--- config.mk ---
export PLATFORM = sky130hd
export DESIGN_NAME = load_store_unit
export DESIGN_NICKNAME = d
export VERILOG_FILES = /design/src/rtl/load_store_unit.sv
export SDC_FILE = /design/constraint.sdc
export NUM_CORES = 1
export LEC_CHECK = 0
export ABC_AREA = 1
export CAP_MARGIN = 20
export CELL_PAD_IN_SITES_DETAIL_PLACEMENT = 2
export CELL_PAD_IN_SITES_GLOBAL_PLACEMENT = 2
export CORE_MARGIN = 2
export CORE_UTILIZATION = 23
export DETAILED_ROUTE_END_ITERATION = 8
export GPL_TIMING_DRIVEN = 0
export PLACE_DENSITY = 0.83
export SETUP_SLACK_MARGIN = 0.3
export SYNTH_ARGS = -nofsm -noshare
export SYNTH_HDL_FRONTEND = slang
export SYNTH_SLANG_ARGS = --single-unit
--- constraint.sdc ---
create_clock -name clk -period 1.8 [get_ports clk]
set_input_delay 0.27 -clock clk [delete_from_list [all_inputs] [get_ports clk]]
set_output_delay 0.27 -clock clk [all_outputs]
set_load 0.02 [all_outputs]
--- src/rtl/load_store_unit.sv ---
// Load/store unit: turns core load/store requests into word-aligned memory cycles,
// with read-modify-write for sub-word stores. Optional macro LSU_REGION_CHECK_EN.
module load_store_unit #(
  parameter int unsigned MEM_RD_LAT = 1,
  parameter int unsigned XLEN       = 32
) (
  input  logic            clk,
  input  logic            rst,
  input  logic            req_valid,
  output logic            req_ready,
  input  logic            req_we,
  input  logic [2:0]      req_funct3,
  input  logic [XLEN-1:0] req_addr,
  input  logic [XLEN-1:0] req_wdata,
  output logic            resp_valid,
  output logic [XLEN-1:0] resp_rdata,
  output logic            resp_err,
  output logic            mem_we,
  output logic [XLEN-1:0] mem_addr,
  output logic [XLEN-1:0] mem_wdata,
  input  logic [XLEN-1:0] mem_rdata
);

  typedef enum logic [1:0] {StIdle, StRdWait, StWrite, StResp} state_e;

  localparam logic [2:0] RdLat = 3'(MEM_RD_LAT);

  state_e          state_q, state_d;
  logic [2:0]      cnt_q, cnt_d;
  logic [2:0]      funct3_q, funct3_d;
  logic [1:0]      lane_q, lane_d;
  logic            we_q, we_d;
  logic [15:0]     wdata_q, wdata_d;
  logic [XLEN-1:0] mem_addr_q, mem_addr_d;
  logic [XLEN-1:0] mem_wdata_q, mem_wdata_d;
  logic [XLEN-1:0] resp_rdata_q, resp_rdata_d;
  logic            resp_err_q, resp_err_d;

  logic            funct3_ok, misaligned, region_err, req_err;
  logic [7:0]      byte_sel;
  logic [15:0]     half_sel;
  logic [XLEN-1:0] load_data, merge_data;

  // Unsigned sizes exist only for loads.
  always_comb begin
    funct3_ok = 1'b0;
    case (req_funct3)
      3'b000, 3'b001, 3'b010: funct3_ok = 1'b1;
      3'b100, 3'b101:         funct3_ok = ~req_we;
      default:                funct3_ok = 1'b0;
    endcase
  end

  assign misaligned = ((req_funct3[1:0] == 2'b01) && req_addr[0]) ||
                      ((req_funct3[1:0] == 2'b10) && (req_addr[1:0] != 2'b00));

`ifdef LSU_REGION_CHECK_EN
  assign region_err = (req_addr[31:16] == 16'h0000) || (req_addr[31:16] >= 16'hFF10) ||
                      (req_we && (req_addr[31:16] >= 16'h0001) && (req_addr[31:16] <= 16'h000F));
`else
  assign region_err = 1'b0;
`endif

  assign req_err = ~funct3_ok | misaligned | region_err;

  always_comb begin
    byte_sel = mem_rdata[{lane_q, 3'b000} +: 8];
    half_sel = mem_rdata[{lane_q[1], 4'b0000} +: 16];
    case (funct3_q)
      3'b000:  load_data = {{24{byte_sel[7]}}, byte_sel};
      3'b001:  load_data = {{16{half_sel[15]}}, half_sel};
      3'b100:  load_data = {24'h000000, byte_sel};
      3'b101:  load_data = {16'h0000, half_sel};
      default: load_data = mem_rdata;
    endcase
    merge_data = mem_rdata;
    if (funct3_q[1:0] == 2'b00) begin
      merge_data[{lane_q, 3'b000} +: 8] = wdata_q[7:0];
    end else begin
      merge_data[{lane_q[1], 4'b0000} +: 16] = wdata_q;
    end
  end

  always_comb begin
    state_d      = state_q;
    cnt_d        = cnt_q;
    funct3_d     = funct3_q;
    lane_d       = lane_q;
    we_d         = we_q;
    wdata_d      = wdata_q;
    mem_addr_d   = mem_addr_q;
    mem_wdata_d  = mem_wdata_q;
    resp_rdata_d = resp_rdata_q;
    resp_err_d   = resp_err_q;
    unique case (state_q)
      StIdle: begin
        if (req_valid) begin
          funct3_d     = req_funct3;
          lane_d       = req_addr[1:0];
          we_d         = req_we;
          wdata_d      = req_wdata[15:0];
          resp_rdata_d = '0;
          resp_err_d   = req_err;
          if (req_err) begin
            state_d = StResp;
          end else begin
            mem_addr_d = {req_addr[XLEN-1:2], 2'b00};
            if (req_we && (req_funct3[1:0] == 2'b10)) begin
              mem_wdata_d = req_wdata;
              state_d     = StWrite;
            end else begin
              cnt_d   = RdLat;
              state_d = StRdWait;
            end
          end
        end
      end
      StRdWait: begin
        if (cnt_q == 3'd0) begin
          if (we_q) begin
            mem_wdata_d = merge_data;
            state_d     = StWrite;
          end else begin
            resp_rdata_d = load_data;
            state_d      = StResp;
          end
        end else begin
          cnt_d = cnt_q - 3'd1;
        end
      end
      StWrite: state_d = StResp;
      StResp:  state_d = StIdle;
      default: state_d = StIdle;
    endcase
  end

  always_ff @(posedge clk or negedge rst) begin
    if (!rst) begin
      state_q      <= StIdle;
      cnt_q        <= '0;
      funct3_q     <= '0;
      lane_q       <= '0;
      we_q         <= 1'b0;
      wdata_q      <= '0;
      mem_addr_q   <= '0;
      mem_wdata_q  <= '0;
      resp_rdata_q <= '0;
      resp_err_q   <= 1'b0;
    end else begin
      state_q      <= state_d;
      cnt_q        <= cnt_d;
      funct3_q     <= funct3_d;
      lane_q       <= lane_d;
      we_q         <= we_d;
      wdata_q      <= wdata_d;
      mem_addr_q   <= mem_addr_d;
      mem_wdata_q  <= mem_wdata_d;
      resp_rdata_q <= resp_rdata_d;
      resp_err_q   <= resp_err_d;
    end
  end

  assign req_ready  = (state_q == StIdle);
  assign resp_valid = (state_q == StResp);
  assign mem_we     = (state_q == StWrite);
  assign mem_addr   = mem_addr_q;
  assign mem_wdata  = mem_wdata_q;
  assign resp_rdata = resp_rdata_q;
  assign resp_err   = resp_err_q;

endmodule

==> results of run 1 <==
synthesized netlist by cell type, types with 2 or more instances:
master    number  area [sq um]
nor2_1        43           161
o21ai_0       57           285
nor2_2         2          12.5
inv_1         50           188
buf_2         17          85.1
inv_2         11          41.3
clkbuf_1      19          71.3
buf_6          9           101
o21ai_1       13          65.1
o211ai_1      31           233
nand3_1       48           240
nand2_2        2          12.5
dfrtp_1      122          3050
buf_1          2          7.51
nand4_1       11          68.8
a21oi_1       51           255
ha_1          11           138
nand2_1      481          1810
nand2_4        2          22.5
buf_4         10          75.1
o22ai_1        2          12.5
or2_2         10          62.6
registers in the layout, indices dropped and copies added (netlist names):
register	count
mem_wdata	32
resp_rdata	32
mem_addr	30
wdata_q	16
cnt_q	3
funct3_q	3
lane_q	2
state_q	2
resp_err	1
we_q	1
per-layer routing:
metal / wire length (microns) / global-route usage (%)
met3: 2360 / 6.20
met1: 15100 / 24.8
met5: 13 / 0
met4: 1650 / 9.07
met2: 20500 / 36.6
cell type report:
cell class	instances	share of cell area, %
clock buffers	17	3.45
plain buffers	59	5.06
clock inverters	15	1.54
flip-flops and latches	122	24.8
inverters	62	2.44
repair buffers	262	22.1
multi-input cells	774	36.6
well taps	396	4.02
worst paths after layout:
| kind | slack (ns) | from | to |
|---|---|---|---|
| min | 0.39 | rst | resp_rdata[18] |
| max reg2reg | -0.17 | lane_q[1] | mem_wdata[26] |
| max in group asynchronous | 0.63 | rst | mem_wdata[15] |
| min in group clk | 0.39 | req_addr[16] | mem_addr[16] |
| min reg2reg | 0.47 | mem_wdata[18] | mem_wdata[18] |
| max | -0.17 | lane_q[1] | mem_wdata[26] |
worst register-to-register path, cell delays in order (launching register included):
cell and delay, ns:
dfrtp_1 0.44, buf_4 0.15, buf_4 0.13, ha_1 0.19
clkbuf_2 0.23, nor2_1 0.17, nor2_1 0.05, o21ai_1 0.07
nand3_1 0.14, nand2_1 0.15, nand2_1 0.08, nand2_1 0.09
cell usage in the layout, fill, tap and decap left out, types with 7 or more instances in the layout:
master / n
a21oi_1: 23
o21ai_1: 30
dfrtp_1: 121
inv_2: 8
nand3_2: 11
nand2_1: 345
inv_1: 44
nand2_4: 47
clkbuf_2: 8
a21oi_4: 8
buf_4: 28
nor2_1: 38
nand3_1: 35
dlygate4sd2_1: 91
o21ai_0: 29
nand4_1: 11
o21ai_2: 11
or2_2: 10
clkbuf_16: 26
nand2_2: 90
ha_4: 8
buf_8: 24
buf_12: 7
buf_6: 33
a21oi_2: 22
o211ai_1: 31
clkdlybuf4s50_1: 101
cell families after synthesis:
| family | synth area share, % |
|---|---|
| AND/OR/NAND/NOR | 34.0 |
| AO/OA/AOI/OAI | 12.5 |
| flip-flops | 42.9 |
| buffers and inverters | 8.59 |
| adder cells (fa/ha/maj) | 1.94 |
| other | 0.0527 |
power breakdown:
| group | leakage (nW) | internal, mW | total (mW) | switching, mW |
|---|---|---|---|---|
| Sequential | 1.55 | 4.06 | 5.20 | 1.14 |
| Combinational | 4.31 | 6.68 | 16.5 | 9.82 |
| Clock | 0.299 | 2.21 | 3.80 | 1.59 |
timing repair:
action	CTS	global route
hold endpoints to repair	60	0
gates cloned	8	9
endpoints found under the setup margin	218	127
resized for setup	264	281
hold buffers	1	0
buffers inserted	32	12
pin swaps	51	77
through the flow:
step	hold slack [ns]	setup slack (ns)	utilization (%)	setup TNS, ns	area [sq um]
after floorplan	-0.0256	0.184	-	0	7240
final	0.390	-0.172	40.4	-3.02	12300
after global placement	0.457	-4.75	31.9	-589.96	9730
after CTS	0.362	-0.0294	36.5	-0.200	11100
after detailed placement	0.298	-0.290	32.0	-15.42	9760
after global routing	0.391	-0.247	40.4	-6.19	12300
==> impl_metrics.csv, run 1 <==
group,metric,value,unit
run_status,violations,"negative setup slack",
worst_setup_path,cp-start-kind,"flop",
worst_setup_path,rr_worst_depth,11,
cells_and_area,fill_cells,3410,
drt,post_drt_wl_per_cell,23.2,microns
yosys,synth-main-ff-cell,"dfrtp_1",
worst_setup_path,path_max_fanout,9,
cts,clkTransAtPathRegs,0.07,ns
timing,finClkSkew,0.00979,ns
power,ir_drop,0.000652,V
worst_setup_path,required,2.16,ns
timing,setup_slack,-0.172,ns
yosys,syn_area_per_cell,7.00,sq um
timing,tightest_slew,0.727,ns
timing,fin_crit,1.97,ns
cells_and_area,drive_gt1_share,30.2,%
drt,vias,8412,
drt,antenna_left,0,
timing,max_slew_margin,51.5,%
worst_setup_path,path_depth,11,
drt,drc_errors,0,
timing,rsz0062_at_grt,"yes",
die,coreArea,30500,sq um
die,die_w,180,microns
power,p_leak,6.16,nW
worst_setup_path,cp.arrival,2.33,ns
timing,maxSlewViolCount,0,
global_route,grt_pass1_vias,9148,
yosys,synth_cell_types,33,
place,gp_congestion,0.837,
timing,setup_viol,37,
drt,firstDrtPassIters,6,
power,cellPowerDensity,2070,nW/um^2
drt,drt_wl_total,39.7,mm
drt,avgViaCountPerCell,4.93,
yosys,synth_cells,1015,
worst_setup_path,path_class,"flop to flop",
yosys,synth_edf_count,0,
timing,hold_viol,0,
yosys,seq_area_frac_synth,42.9,%
global_route,grt_pass1_wl,53.4,mm
die,dieArea,32300,sq um
yosys,synth_async_sr_flop_share,100,%
die,initial_core_util,23.3,%
die,row_count,64,
worst_setup_path,cp_cell_sequence,"buf_4, buf_4, ha_1, clkbuf_2, nor2_1, nor2_1, o21ai_1, nand3_1, nand2_1, nand2_1, nand2_1",
worst_hold_path,hp-class,"input pin to async pin",
worst_setup_path,cpMaxStageDelayCell,"dfrtp_1",
cts,cts-htree-levels,4,
cells_and_area,register_area,3050,sq um
worst_setup_path,cpMostUsedCell,"nand2_1",
yosys,synth.cell_area,7110,sq um
cells_and_area,multi_input_area,4510,sq um
worst_setup_path,cp_num_buf_inv,3,
die,fp.dieH,180,microns
cts,cts_tree,"built",
place,io_buffers,200,
cts,cts.sinks,122,
die,ios,203,
place,hpwlAfterDp,24.6,mm
timing,period_share,110,%
yosys,synth-seq-cells,122,
global_route,grt_overflow,0,
cts,cts_root_buffer,"clkbuf_16",
worst_setup_path,critPathTopFamily,"simple AND/OR/NAND/NOR gates",
place,numPlacedInstances,1613,
cts,clk_latency,0.44,ns
cells_and_area,fin_cells,1707,
global_route,antenna_found_initial,1,
cells_and_area,antenna_cells,0,
global_route,grt_max_degree,63,
worst_setup_path,slowest_delay,0.44,ns
power,finalPower,25.5,mW
cells_and_area,fin_nets,1412,
run_status,status,"finished with violations",
global_route,track_usage,21.3,%
timing,max_clock_freq,0.507,GHz
worst_setup_path,cp-end-kind,"flop",
cts,clockBufferDepth,2,
yosys,yosys_warnings,0,
cts,cts_buffers,17,
drt,drt_iter0_markers,393,
run,cap_violations,0,
cells_and_area,syn_to_final_growth,73.4,%
Power figures use the tool's default switching activity.
==> inputs of run 2 (changes only) <==
- CTS_CLUSTER_SIZE: not set -> 16
==> results of run 2 <==
Final layout, timing and power as in run 1 (identical DEF).
==> inputs of run 3 (changes only) <==
- ABC_CLOCK_PERIOD_IN_PS: not set -> 1800
==> results of run 3 <==
Final layout, timing and power as in run 1 (identical DEF).
